## config.mk

```make
export PLATFORM = sky130hd
export DESIGN_NAME = dsp_mac_cell_param
export DESIGN_NICKNAME = d
export VERILOG_FILES = /design/src/rtl/dsp_mac_cell_param.sv
export SDC_FILE = /design/constraint.sdc
export NUM_CORES = 1
export LEC_CHECK = 0
export CAP_MARGIN = 10
export CORE_MARGIN = 4
export CORE_UTILIZATION = 60
export CTS_BUF_LIST = sky130_fd_sc_hd__clkbuf_4 sky130_fd_sc_hd__clkbuf_8
export CTS_CLUSTER_DIAMETER = 60
export DETAILED_ROUTE_END_ITERATION = 10
export MAX_ROUTING_LAYER = met4
export PLACE_DENSITY = 0.84
export RECOVER_POWER = 100
export SYNTH_ARGS = -nofsm -noshare
export SYNTH_HDL_FRONTEND = slang
export SYNTH_SLANG_ARGS = --single-unit
```

## constraint.sdc

```tcl
create_clock -name clock_i -period 7.85 [get_ports clock_i]
set_clock_uncertainty 0.1 [all_clocks]
set_input_delay 1.57 -clock clock_i [delete_from_list [all_inputs] [get_ports clock_i]]
set_output_delay 1.57 -clock clock_i [all_outputs]
set_load 0.02 [all_outputs]
```

## src/rtl/dsp_mac_cell_param.sv

```systemverilog
// One FIOS multiply-accumulate cell: P = W + Z + A*B with valid-tagged A/B and M pipelines.
// Cells chain through PCIN_i/PCOUT_o to form a Montgomery datapath row.
module dsp_mac_cell_param #(
  parameter int OP_WIDTH    = 17,
  parameter int ACC_WIDTH   = 48,
  parameter int ABREG       = 1,
  parameter int MREG        = 1,
  parameter int CREG        = 1,
  parameter int P_OUT_WIDTH = 2 * OP_WIDTH
) (
  input  logic                   clock_i,
  input  logic                   reset_i,
  input  logic                   valid_i,
  input  logic [2:0]             mode_i,
  input  logic [OP_WIDTH-1:0]    A_i,
  input  logic [OP_WIDTH-1:0]    B_i,
  input  logic [ACC_WIDTH-1:0]   C_i,
  input  logic                   CREG_en_i,
  input  logic [ACC_WIDTH-1:0]   PCIN_i,
  output logic                   valid_o,
  output logic [ACC_WIDTH-1:0]   PCOUT_o,
  output logic [P_OUT_WIDTH-1:0] P_o,
  output logic                   carry_o
);

  localparam int PW = 2 * OP_WIDTH;

  if (ABREG < 0 || ABREG > 2) begin : g_bad_abreg
    $error("dsp_mac_cell_param: ABREG must be 0..2");
  end
  if (MREG < 0 || MREG > 1) begin : g_bad_mreg
    $error("dsp_mac_cell_param: MREG must be 0..1");
  end
  if (CREG < 0 || CREG > 1) begin : g_bad_creg
    $error("dsp_mac_cell_param: CREG must be 0..1");
  end
  if (PW >= ACC_WIDTH) begin : g_bad_width
    $error("dsp_mac_cell_param: 2*OP_WIDTH must be below ACC_WIDTH");
  end
  if (P_OUT_WIDTH < 1 || P_OUT_WIDTH > ACC_WIDTH) begin : g_bad_pout
    $error("dsp_mac_cell_param: P_OUT_WIDTH must be 1..ACC_WIDTH");
  end

  logic [OP_WIDTH-1:0] a_s;
  logic [OP_WIDTH-1:0] b_s;
  logic [2:0]          mode_ab;
  logic                vld_ab;

  // Mode and valid ride alongside A/B so the Z/W select always matches its own product.
  if (ABREG == 0) begin : g_ab_bypass
    assign a_s     = A_i;
    assign b_s     = B_i;
    assign mode_ab = mode_i;
    assign vld_ab  = valid_i;
  end else begin : g_ab_pipe
    logic [OP_WIDTH-1:0] a_q    [ABREG];
    logic [OP_WIDTH-1:0] b_q    [ABREG];
    logic [2:0]          mode_q [ABREG];
    logic                vld_q  [ABREG];

    always_ff @(posedge clock_i) begin
      if (reset_i) begin
        for (int i = 0; i < ABREG; i++) begin
          a_q[i]    <= '0;
          b_q[i]    <= '0;
          mode_q[i] <= '0;
          vld_q[i]  <= 1'b0;
        end
      end else begin
        a_q[0]    <= A_i;
        b_q[0]    <= B_i;
        mode_q[0] <= mode_i;
        vld_q[0]  <= valid_i;
        for (int i = 1; i < ABREG; i++) begin
          a_q[i]    <= a_q[i-1];
          b_q[i]    <= b_q[i-1];
          mode_q[i] <= mode_q[i-1];
          vld_q[i]  <= vld_q[i-1];
        end
      end
    end

    assign a_s     = a_q[ABREG-1];
    assign b_s     = b_q[ABREG-1];
    assign mode_ab = mode_q[ABREG-1];
    assign vld_ab  = vld_q[ABREG-1];
  end

  logic [PW-1:0] m_c;
  logic [PW-1:0] m_s;
  logic [2:0]    mode_p;
  logic          vld_p;

  assign m_c = {{OP_WIDTH{1'b0}}, a_s} * {{OP_WIDTH{1'b0}}, b_s};

  if (MREG == 0) begin : g_m_bypass
    assign m_s    = m_c;
    assign mode_p = mode_ab;
    assign vld_p  = vld_ab;
  end else begin : g_m_pipe
    logic [PW-1:0] m_q;
    logic [2:0]    mode_q;
    logic          vld_q;

    always_ff @(posedge clock_i) begin
      if (reset_i) begin
        m_q    <= '0;
        mode_q <= '0;
        vld_q  <= 1'b0;
      end else begin
        m_q    <= m_c;
        mode_q <= mode_ab;
        vld_q  <= vld_ab;
      end
    end

    assign m_s    = m_q;
    assign mode_p = mode_q;
    assign vld_p  = vld_q;
  end

  logic [ACC_WIDTH-1:0] c_val;

  // The C register is not part of the beat pipeline: whatever it holds when a beat reaches P is used.
  if (CREG == 1) begin : g_creg
    logic [ACC_WIDTH-1:0] c_q;

    always_ff @(posedge clock_i) begin
      if (reset_i) begin
        c_q <= '0;
      end else if (CREG_en_i) begin
        c_q <= C_i;
      end
    end

    assign c_val = c_q;
  end else begin : g_creg_bypass
    assign c_val = C_i;
  end

  logic [ACC_WIDTH-1:0] p_q;
  logic [ACC_WIDTH-1:0] p_d;
  logic                 carry_q;
  logic                 carry_d;
  logic                 valid_q;
  logic [ACC_WIDTH-1:0] z_val;
  logic [ACC_WIDTH-1:0] w_val;
  logic [ACC_WIDTH:0]   sum;

  always_comb begin
    z_val = '0;
    case (mode_p[1:0])
      2'b01:   z_val = PCIN_i;
      2'b10:   z_val = p_q;
      2'b11:   z_val = PCIN_i >> OP_WIDTH;
      default: z_val = '0;
    endcase
    w_val = mode_p[2] ? c_val : '0;
    // Bit ACC_WIDTH of a modulo-2^(ACC_WIDTH+1) sum equals bit ACC_WIDTH of the full three-way sum.
    sum = {1'b0, w_val} + {1'b0, z_val} + {{(ACC_WIDTH + 1 - PW){1'b0}}, m_s};
    p_d     = p_q;
    carry_d = carry_q;
    if (vld_p) begin
      p_d     = sum[ACC_WIDTH-1:0];
      carry_d = sum[ACC_WIDTH];
    end
  end

  always_ff @(posedge clock_i) begin
    if (reset_i) begin
      p_q     <= '0;
      carry_q <= 1'b0;
      valid_q <= 1'b0;
    end else begin
      p_q     <= p_d;
      carry_q <= carry_d;
      valid_q <= vld_p;
    end
  end

  assign valid_o = valid_q;
  assign PCOUT_o = p_q;
  assign P_o     = p_q[P_OUT_WIDTH-1:0];
  assign carry_o = carry_q;

endmodule

```

==> impl_metrics.yaml <==
global_routing:
  track_usage_pct: 32.2
  grt_max_degree: 96
  grt_pass1_vias: 16037
  antenna_found_initial: 1
  grt_overflow: 0
  grt_pass1_wl_mm: 88.3
power_and_ir_drop:
  peakVddDrop_mv: 0.107
  swShare_pct: 41.2
  p_sw_mw: 1.27
  leakagePower_nw: 11.0
  comb_power_share_pct: 43.3
  p_per_area_nw_per_um2: 139
  p_clk_share_pct: 21.7
  pwr-share-seq_pct: 35.0
  power.internal_mw: 1.81
  finalPower_mw: 3.09
timing:
  maxSlewViolCount: 212
  finalSetupViolations: 0
  timing.fmax_ghz: 0.140
  fin_setup_tns_ns: 0
  rsz0062_at_grt: "false"
  worst_pin_slew_ns: 3.99
  hold_ws_ns: 0.348
  period_minus_slack_ns: 7.15
  slew_headroom_pct: -166
  finalHoldViolations: 0
  post-route-period-util_pct: 91.1
route:
  routedWlPerCell_um: 20.3
  ant_nets: 0
  vias: 15631
  routed_wl_mm: 55.4
  drt_iter0_drc: 1014
  routed_via_density: 5.72
  firstDrtPassIters: 5
  drc: 0
synthesis:
  syn_area_um2: 19600
  synth.most_common_cell: "inv_1"
  synthTopCellsByArea: "fa_1, dfxtp_1, ha_1, inv_1, and2_1"
  yosysTopAreaCellShare_pct: 26.4
  syn_nets: 2737
  yosysTopAreaCell: "fa_1"
  syn_inst: 2172
  seq_area_frac_synth_pct: 17.7
  ys.flop_type: "dfxtp_1"
  synthTopCellsByCount: "inv_1, fa_1, nand2_1"
  syn_area_per_cell_um2: 9.05
  ys_warn_count: 0
  async_flop_share_pct: 0
  synth.distinct_cells: 70
  synth-edff-count: 0
  synth_seq_cells: 174
clock_network:
  tritoncts: "done"
  cts_root_buffer: "clkbuf_8"
  htree_levels: 4
  insertion_delay_ns: 0.53
  clk_pin_slew_ns: 0.11
  hold_buffers: 0
  cts_sinks: 174
  cts.path.max_buffers: 2
  post_cts_resized: 0
  cts_setup_buffers: 0
  cts_made_buffers: 17
setup_path:
  cp_top_family: "compound AO/OA/AOI/OAI gates"
  worstPathRequired_ns: 8.16
  max_stage_delay_ns: 1.25
  cp_max_fo: 48
  cp-end-kind: "register"
  critPathSlowestCell: "clkbuf_1"
  crit_chain: "clkbuf_1, nor2b_4, a22oi_1, fa_1, inv_1, ha_1, inv_1, fa_1, nor2b_2, o211ai_1, a2111oi_4, o41ai_1, a31oi_2, a21oi_2, o31a_1, o31ai_4, nor3_1, a211o_1"
  crit_arrival_ns: 7.46
  rrSetupSlack_ns: 0.70
  start_kind: "register"
  critPathBufInv: 3
  crit_type: "reg2reg"
placement:
  dp_hpwl_mm: 44.4
  io_buffers: 220
  gp_congestion: 0.977
floorplan:
  core_um2: 32000
  dieArea_um2: 35700
  die_x_um: 189
  start_util_pct: 61.5
  die_h_um: 189
  rows: 65
  ios: 221
run_status:
  status: "finished with violations"
  violations: "max-capacitance violations, max-slew violations"
cells_and_area:
  final_nets: 2848
  drive_above_1_share_pct: 3.75
  area_growth_pct: 12.9
job:
  cap_viol_max_count: 3
hold_path:
  holdCritPathClass: "reg2reg"
[power by group through the flow]
stage	Combinational [mW]	Sequential [mW]	Clock (mW)
after global placement	1.29	1.10	0
after detailed placement	1.33	1.10	0
after CTS	1.34	1.08	0.684
after floorplan	0.968	1.04	0
after global routing	1.51	1.09	0.718
final	1.34	1.08	0.671
[stage by stage]
step	setup slack [ns]	util [%]	cell area [um^2]	instances
2_1_floorplan	1.61	-	19600	2172
3_3_place_gp	1.28	68.3	21800	2699
3_5_place_dp	1.13	68.3	21800	2699
4_1_cts	1.11	69.5	22200	2731
5_1_grt	0.396	69.4	22200	2732
6_report	0.700	69.4	22200	2732
[metal layers]
metal	GRT usage, %	wire, um	up-vias
met5	-	0	-
met1	42.4	23500	7672
met4	10.8	1780	0
li1	-	-	7180
met2	50.3	25500	677
met3	6.49	4680	102
[worst reg2reg max path: stages, from the launching register on]
cell and delay, ns:
dfxtp_1 0.33, clkbuf_1 1.25, nor2b_4 1.23, a22oi_1 0.26, fa_1 0.42, inv_1 0.07
ha_1 0.18, inv_1 0.08, fa_1 0.48, nor2b_2 0.15, o211ai_1 0.23, a2111oi_4 0.40
o41ai_1 0.17, a31oi_2 0.33, a21oi_2 0.16, o31a_1 0.41, o31ai_4 0.30, nor3_1 0.08
a211o_1 0.41
[placed cells by master (no fill, tap or decap), types with 7 or more instances in the layout]
cell type / Yosys / routed
inv_1: 289 / 289
fa_1: 259 / 259
nand2_1: 215 / 215
dfxtp_1: 174 / 173
and2_1: 173 / 172
ha_1: 169 / 169
nor2_1: 139 / 139
clkdlybuf4s50_1: 0 / 134
dlygate4sd3_1: 0 / 84
mux2i_1: 77 / 77
a21oi_1: 70 / 70
nor2b_1: 60 / 59
a21o_1: 52 / 52
a22o_1: 47 / 47
xnor2_1: 42 / 42
o21ai_0: 36 / 36
mux2_2: 32 / 32
xor2_1: 20 / 20
clkbuf_8: 0 / 17
nor3_1: 16 / 16
nand3_1: 16 / 16
a211oi_1: 13 / 13
nand4_1: 13 / 13
and3_1: 12 / 12
o21a_1: 11 / 11
o21bai_1: 10 / 10
a31oi_1: 9 / 10
nand2b_1: 10 / 10
buf_4: 34 / 8
o31ai_1: 5 / 7
[final cells by class]
cell class                      instances  area (um^2)
Inverter                              289         1080
Tap cell                              435          544
Timing Repair Buffer                  230         2260
Clock inverter                         15          178
Fill cell                            2538         9790
Multi-Input combinational cell       1571        14400
Sequential cell                       174         3480
Antenna cell                            1         2.50
Clock buffer                           17          234
[registers in the layout, indices dropped and copies added, names as in the netlist]
signal	cells
g_m_pipe.mode_q	3
g_ab_pipe.vld_q	1
carry_o	1
g_m_pipe.m_q	34
c_val	48
g_ab_pipe.a_q	17
g_m_pipe.vld_q	1
PCOUT_o	48
valid_o	1
g_ab_pipe.mode_q	3
g_ab_pipe.b_q	17
[path summary, 6_finish.rpt]
kind                 startpoint             end  cells after the start
min reg2reg  g_ab_pipe.vld_q[0]  g_m_pipe.vld_q                      1
max reg2reg  g_m_pipe.mode_q[1]     PCOUT_o[47]                     18
min          g_ab_pipe.vld_q[0]  g_m_pipe.vld_q                      1
max          g_m_pipe.mode_q[1]     PCOUT_o[47]                     18
[cells by family after synthesis]
logic type / Yosys count / synth area share (%)
simple gates: 672 / 16.8
flops: 174 / 17.7
xor+xnor: 62 / 2.76
fa+ha+maj: 428 / 37.2
compound gates: 300 / 10.9
mux: 109 / 5.76
buf+inv: 427 / 8.86
(Power assumes the default switching activity.)
